$ cat config.mk
export PLATFORM = sky130hd
export DESIGN_NAME = expr_eval_ctrl_flat
export DESIGN_NICKNAME = d
export VERILOG_FILES = /design/src/rtl/expr_eval_ctrl_if.sv /design/src/rtl/expr_eval_ctrl.sv /design/src/flat_wrapper.sv
export SDC_FILE = /design/constraint.sdc
export NUM_CORES = 1
export LEC_CHECK = 0
export ABC_AREA = 1
export CAP_MARGIN = 30
export CORE_MARGIN = 2
export CORE_UTILIZATION = 44
export DETAILED_ROUTE_END_ITERATION = 6
export PLACE_DENSITY = 0.73
export SETUP_SLACK_MARGIN = 0.5
export SLEW_MARGIN = 20
export SYNTH_ARGS = -nofsm -noshare
export SYNTH_HDL_FRONTEND = slang
export SYNTH_SLANG_ARGS = --single-unit
$ cat constraint.sdc
create_clock -name clk -period 4.7 [get_ports clk]
set_clock_uncertainty 0.15 [all_clocks]
set_input_delay 0.705 -clock clk [delete_from_list [all_inputs] [get_ports clk]]
set_output_delay 0.705 -clock clk [all_outputs]
set_load 0.02 [all_outputs]
$ cat src/rtl/expr_eval_ctrl_if.sv
// rtl/expr_eval_ctrl_if.sv - character-in / result-out handshake bundle for expr_eval_ctrl
`timescale 1ns/1ps
interface expr_eval_ctrl_if #(
  parameter int W = 16
);
  logic         in_valid;
  logic [7:0]   in;
  logic         in_ready;
  logic         res_valid;
  logic [W-1:0] res;
  logic         err;
  logic [7:0]   nops;
  logic         busy;

  modport master (
    output in_valid, in,
    input  in_ready, res_valid, res, err, nops, busy
  );

  modport slave (
    input  in_valid, in,
    output in_ready, res_valid, res, err, nops, busy
  );
endinterface

$ cat src/rtl/expr_eval_ctrl.sv
// rtl/expr_eval_ctrl.sv - streaming grammar check and evaluation of digit (+|*) digit ... = expressions
`timescale 1ns/1ps
module expr_eval_ctrl #(
  parameter int W = 16
) (
  input logic              clk,
  input logic              clr,
  expr_eval_ctrl_if.slave  bus
);

  typedef enum logic [2:0] {S_IDLE, S_OPR, S_DIG, S_ERR, S_DONE} state_t;

  state_t       state_q, state_d;
  logic [W-1:0] sum_q, sum_d, prod_q, prod_d, res_q, res_d;
  logic         op_mul_q, op_mul_d, err_q, err_d;
  logic [7:0]   cnt_q, cnt_d, nops_q, nops_d;

  logic         accept, is_digit, is_plus, is_mul, is_eq;
  logic [W-1:0] dig_w;
  logic [7:0]   cnt_inc;

  assign accept   = bus.in_valid && (state_q != S_DONE);
  assign is_digit = (bus.in >= 8'd48) && (bus.in <= 8'd57);
  assign is_plus  = (bus.in == 8'd43);
  assign is_mul   = (bus.in == 8'd42);
  assign is_eq    = (bus.in == 8'd61);
  // ASCII '0'..'9' are 0x30..0x39, so the low nibble is already the digit value
  assign dig_w    = W'(bus.in[3:0]);
  assign cnt_inc  = (cnt_q == 8'd255) ? 8'd255 : cnt_q + 8'd1;

  always_comb begin
    state_d  = state_q;
    sum_d    = sum_q;
    prod_d   = prod_q;
    op_mul_d = op_mul_q;
    cnt_d    = cnt_q;
    res_d    = res_q;
    err_d    = err_q;
    nops_d   = nops_q;

    if (state_q == S_DONE) begin
      state_d = S_IDLE;
    end else if (accept) begin
      unique case (state_q)
        S_IDLE: begin
          if (is_digit) begin
            sum_d   = '0;
            prod_d  = dig_w;
            cnt_d   = 8'd1;
            state_d = S_OPR;
          end else if (is_eq) begin
            res_d   = '0;
            err_d   = 1'b1;
            nops_d  = 8'd0;
            state_d = S_DONE;
          end else begin
            cnt_d   = 8'd0;
            state_d = S_ERR;
          end
        end
        S_OPR: begin
          if (is_plus) begin
            op_mul_d = 1'b0;
            state_d  = S_DIG;
          end else if (is_mul) begin
            op_mul_d = 1'b1;
            state_d  = S_DIG;
          end else if (is_eq) begin
            res_d   = sum_q + prod_q;
            err_d   = 1'b0;
            nops_d  = cnt_q;
            state_d = S_DONE;
          end else begin
            state_d = S_ERR;
          end
        end
        S_DIG: begin
          if (is_digit) begin
            // '+' folds the pending product into the sum; '*' keeps extending it
            if (op_mul_q) begin
              prod_d = prod_q * dig_w;
            end else begin
              sum_d  = sum_q + prod_q;
              prod_d = dig_w;
            end
            cnt_d   = cnt_inc;
            state_d = S_OPR;
          end else if (is_eq) begin
            res_d   = '0;
            err_d   = 1'b1;
            nops_d  = cnt_q;
            state_d = S_DONE;
          end else begin
            state_d = S_ERR;
          end
        end
        S_ERR: begin
          if (is_eq) begin
            res_d   = '0;
            err_d   = 1'b1;
            nops_d  = cnt_q;
            state_d = S_DONE;
          end
        end
        default: state_d = S_IDLE;
      endcase
    end
  end

  always_ff @(posedge clk or negedge clr) begin
    if (!clr) begin
      state_q  <= S_IDLE;
      sum_q    <= '0;
      prod_q   <= '0;
      op_mul_q <= 1'b0;
      cnt_q    <= 8'd0;
      res_q    <= '0;
      err_q    <= 1'b0;
      nops_q   <= 8'd0;
    end else begin
      state_q  <= state_d;
      sum_q    <= sum_d;
      prod_q   <= prod_d;
      op_mul_q <= op_mul_d;
      cnt_q    <= cnt_d;
      res_q    <= res_d;
      err_q    <= err_d;
      nops_q   <= nops_d;
    end
  end

  assign bus.in_ready  = (state_q != S_DONE);
  assign bus.res_valid = (state_q == S_DONE);
  assign bus.busy      = (state_q != S_IDLE);
  assign bus.res       = res_q;
  assign bus.err       = err_q;
  assign bus.nops      = nops_q;

endmodule

$ cat src/flat_wrapper.sv
// flat-port wrapper written by rule: the top's interface ports become plain ports
module expr_eval_ctrl_flat 
#(
  parameter int W = 16
)
  (clk, clr, bus_in_valid, bus_in, bus_in_ready, bus_res_valid, bus_res, bus_err, bus_nops, bus_busy);
  expr_eval_ctrl_if #(.W(W)) bus_i ();
  input logic clk;
  input logic clr;
  input wire logic [$bits(bus_i.in_valid)-1:0] bus_in_valid;
  input wire logic [$bits(bus_i.in)-1:0] bus_in;
  output wire logic [$bits(bus_i.in_ready)-1:0] bus_in_ready;
  output wire logic [$bits(bus_i.res_valid)-1:0] bus_res_valid;
  output wire logic [$bits(bus_i.res)-1:0] bus_res;
  output wire logic [$bits(bus_i.err)-1:0] bus_err;
  output wire logic [$bits(bus_i.nops)-1:0] bus_nops;
  output wire logic [$bits(bus_i.busy)-1:0] bus_busy;
  assign bus_i.in_valid = bus_in_valid;
  assign bus_i.in = bus_in;
  assign bus_in_ready = bus_i.in_ready;
  assign bus_res_valid = bus_i.res_valid;
  assign bus_res = bus_i.res;
  assign bus_err = bus_i.err;
  assign bus_nops = bus_i.nops;
  assign bus_busy = bus_i.busy;
  expr_eval_ctrl #(.W(W)) u_core (.clk(clk), .clr(clr), .bus(bus_i));
endmodule
[Word-level counts from Yosys, hierarchy flattened]
Index checks and enable logic that the tools add are counted.
Storage, ports and cells
  flip-flop bits (word level): 69
  output and inout port bits: 28
  word-level logic and storage cells: 94
Operators by class
  add/subtract/negate cells: 2
  multiply operators: 1
  order comparisons: 2
  equal/unequal tests: 21
  multiplexer cells: 42
  bitwise logic cells: 1
  reductions and logical operators: 17
Operators with widths (number)
  $mux W16: 11
  $mux W8: 10
  $pmux W16 S2: 2
  $pmux W16 S3: 1
  $pmux W8 S4: 1
  $eq A8 B6 Y1 const B: 3
  $mux W3: 7
  $add A16 B16 Y16: 1
  $mul A16 B4 Y16: 1
  $pmux W8 S2: 1
  $ne A2 B2 Y1 const B: 6
  $reduce_and A5 Y1: 2
  $pmux W3 S3: 1
  $add A8 B1 Y8 const B: 1
  $eq A8 B8 Y1 const B: 1
  $ge A8 B6 Y1 const B: 1
  $le A8 B6 Y1 const B: 1
  $ne A2 B1 Y1 const B: 4
  $reduce_and A8 Y1: 1
  $mux W1: 7
  $reduce_and A7 Y1: 1
  $eq A3 B2 Y1 const B: 2
  $ne A3 B2 Y1 const B: 2
  $reduce_and A6 Y1: 1
  13 further kinds: 17

[Depth between registers and ports, before layout]
  depth after elaboration: 7
  depth in mapped cells: 20

[Worst setup path before layout]
No wires, ideal clock.
  path kind: input -> register
  start: input bus_in[3]
  end: register u_core.prod_q[15]
  setup time: 117 ps
  arrival: 3355 ps
  required time: 4433 ps
  setup slack: 1077 ps
  stages: 20
  buffers on the path: 3
  cell sequence: buf_4 clkbuf_1 nand2_1 inv_1 fa_1 inv_1 fa_1 inv_1 ha_1 clkbuf_1 nand2_1 nand2_1 nand2_1 nand2_1 nor2_1 nor2_1 nor2_1 nand2_1 nand3_1 nand2_1
On the way
  cells in the longest elaborated chain, start to end: 4
RTL lines
  start: declaration: RTL line flat_wrapper.sv:11  | input wire logic [$bits(bus_i.in)-1:0] bus_in;
  $mul A16 B4 Y16, or another cell as far along: RTL line expr_eval_ctrl.sv:81  | prod_d = prod_q * dig_w;
  $mux W16 / $logic_and A1 B1 Y1 (equally long branches): RTL line expr_eval_ctrl.sv:80, expr_eval_ctrl.sv:23
  $mux W16 / $ne A2 B1 Y1 (equally long branches)
  $pmux W16 S2 / $reduce_and A5 Y1 (equally long branches)
  end signal: assignment: RTL line expr_eval_ctrl.sv:123  | prod_q <= prod_d;
  end: declaration: RTL line expr_eval_ctrl.sv:14  | logic [W-1:0] sum_q, sum_d, prod_q, prod_d, res_q, res_d;
Parallel ways exist; a longest one is shown, timed or not. The select of a mux whose other input is x is not followed.
A chain may end at the register's enable or synchronous reset.

[Final worst setup path]
  start: input bus_in[3]
  end: register u_core.prod_q[14]
The elaborated chain is that of the path after synthesis.

==> out/metrics.cfg <==
[cts]
post-cts-setup-buffers=0
clk_latency_ns=0.34
root_buffer=clkbuf_16
clkTransAtPathRegs_ns=0.06
cts.path.max_buffers=2
cts.hold.buffers_added=0
cts.sinks=69
htree_num_levels=3
cts_tree=built
cts_buffers=9

[sta]
hold_violations=0
rsz0062_at_grt=false
final.min_clock_period_ns=3.67
worstMarginPinSlew_ns=0.813
setup_viol=0
max_slew_margin=0.458
fin_setup_tns_ns=0
fin_hold_ws_ns=0.305
clock.fmax_mhz=272
finalCritPeriodShare=0.782
setup_ws_ns=1.03
slew_violations=0

[power]
p_leak_nw=3.85
combPwrFrac=0.243
seq_power_share=0.355
p_int_w=0.00127
p_sw_w=0.000627
swShare=0.330
ir_drop_mv=0.202
clkPwrFrac=0.401
powerDensity_nw_per_um2=284

[floorplanning]
rows=42
io_pins=39
dieArea_sq_um=14300
start_util=0.446
core_sq_um=13100
die_x_um=119
die_h_um=119

[placed_design]
dpl_worst_slack_ns=0.281
port_buffers=38
place.gp.congestion=0.912
dpl_cell_area_sq_um=6360
hpwl_mm=10.3

[grt]
grt_overflow=0
grt_pass1_wl_mm=23.8
use_met1=0.257
grt_use_met2=0.358
grt_busiest_layer=met2
antenna_found_initial=0
grt_use_total=0.204
grtUsageMet3=0.0278
grt_pass1_vias=5252
grt_max_degree=37

[drt]
vias=5257
routedWlPerCell_um=12.7
drtAntennaViolNets=0
drt_iter0_drc=235
dr.pass1.iters=5
via_per_inst=4.95
wirelength_mm=13.5
drc=0

[yosys]
synth_ff_type=dfrtp_1
synth_largest_area_cell=dfrtp_1
syn-num-nets=914
netlist_instances=845
synthTopCellsByArea=dfrtp_1 (29%), nand2_1 (20%), inv_1 (9.7%), fa_1 (8.9%), ha_1 (6.8%)
ys_ff_latch=69
yosys-top-cells-count=nand2_1 (315), inv_1 (152), dfrtp_1 (69)
synth_edf_count=0
seq_area_frac_synth=0.295
yosysMostFrequentCell=nand2_1
syn_area_sq_um=5860
synthArstFlopShare=1.00
yosysWarnings=0
synth_cell_types=44
synth.avg_cell_area_sq_um=6.94
synth_top_area_frac=0.295

[finish]
fin_area_sq_um=6700
diodes=0
fillerInstances=1307
areaGrowthSynthToFinish_pct=14.3
drive_gt1_frac=0.0722
fin_nets=950
final_util=0.510

[worst_setup_path]
crit_type=input port to flip-flop
reg2reg_slack_ns=1.34
worstPathMaxFanout=16
setup.worst_path.end_class=flip-flop
reg2reg_to=u_core.prod_q[15]$_DFFE_PN0P_
arrival_ns=3.75
r2r-start=u_core.prod_q[2]$_DFFE_PN0P_
crit_start=bus_in[3]
r2r_cells=17
crit_path_start_kind=input port
cp.required_ns=4.78

[run_status]
outcome=completed

[worst_hold_path]
hold_class=input port to asynchronous set/reset pin

[run]
cap_viol_max_count=0

-- layout make-up --
class,instances,area [sq um],area share
inverters,163,614,0.0917
clock inverters,6,93.8,0.0140
multi-input cells,596,3390,0.506
flip-flops and latches,69,1730,0.258
repair buffers,42,413,0.0616
well taps,176,220,0.0329
clock buffers,10,239,0.0357
-- cell families after synthesis --
family / after synthesis / synth area share
adder cells (fa/ha/maj): 58 / 0.157
AND/OR/NAND/NOR: 446 / 0.323
flip-flops: 69 / 0.295
buffers and inverters: 180 / 0.126
AO/OA/AOI/OAI: 77 / 0.0760
XOR/XNOR: 15 / 0.0224
-- layer usage --
metal | share of wire | up-vias
met4 | 0.023 | 0
met1 | 0.44 | 2454
met3 | 0.041 | 30
met5 | 0 | -
met2 | 0.49 | 123
li1 | - | 2650
-- cells in the final DEF, fill, tap and decap left out, drive strengths merged --
cell           instances
bufinv                 2
and2                   1
nor2                  51
xor2                   8
o21a                   1
buf                    5
nor4                   1
nand3b                 1
clkinvlp               1
nand4                  9
or2                    9
o21ai                 38
o211ai                 3
clkbuf                10
clkinv                 2
nand3                 46
a31oi                  1
o21bai                 2
dlymetal6s2s           3
xnor2                  7
dfrtp                 69
clkdlybuf4s50         34
a21o                   1
fa                    26
ha                    32
a21oi                 25
nor3                   8
nor3b                  1
o22ai                  6
inv                  164
nand2                319
-- registers in the layout, indices dropped and copies added, names as in the netlist --
| register | count |
|---|---|
| u_core.prod_q | 16 |
| u_core.bus.err | 1 |
| u_core.bus.res | 16 |
| u_core.cnt_q | 8 |
| u_core.state_q | 3 |
| u_core.bus.nops | 8 |
| u_core.op_mul_q | 1 |
| u_core.sum_q | 16 |
-- how the worst max path moves through the flow --
stage,endpoint,slack (ns),depth (start not counted)
5_1_grt,u_core.prod_q[15]$_DFFE_PN0P_,0.86,18
4_1_cts,u_core.prod_q[15]$_DFFE_PN0P_,0.64,18
3_5_place_dp,u_core.prod_q[15]$_DFFE_PN0P_,0.28,18
6_report,u_core.prod_q[14]$_DFFE_PN0P_,1.03,13
3_3_place_gp,u_core.prod_q[15]$_DFFE_PN0P_,0.31,18
2_1_floorplan,u_core.prod_q[15]$_DFFE_PN0P_,1.08,20
-- worst max-delay path, cell delays in order --
cell and delay (ns):
dlymetal6s2s_1 0.51, nand2_1 0.17, fa_1 0.55, fa_1 0.55, fa_1 0.48, inv_1 0.16, nand3_1 0.09, nand2_1 0.14
nand3_1 0.11, nand3_1 0.10, nand2_1 0.05, nand3_1 0.08, nand2_1 0.05
-- per-stage QoR --
step,power (W),instances
floorplan,0.00101,845
global placement,0.00113,1046
CTS,0.00191,1062
detailed placement,0.00114,1046
finish,0.00190,1062
global route,0.00201,1062
-- timing repair --
| action | CTS | global route |
|---|---|---|
| endpoints found under the setup margin | 0 | 5 |
| gates resized for setup | 0 | 3 |
| hold endpoints to repair | 0 | 0 |
-- power by group through the flow --
stage / clock, W / sequential [W] / combinational (W)
2_1_floorplan: 0 / 0.000672 / 0.000338
3_5_place_dp: 0 / 0.000683 / 0.000462
3_3_place_gp: 0 / 0.000683 / 0.000449
6_report: 0.000763 / 0.000675 / 0.000463
4_1_cts: 0.000772 / 0.000674 / 0.000466
5_1_grt: 0.000800 / 0.000680 / 0.000528
Power figures use the tool's default switching activity.
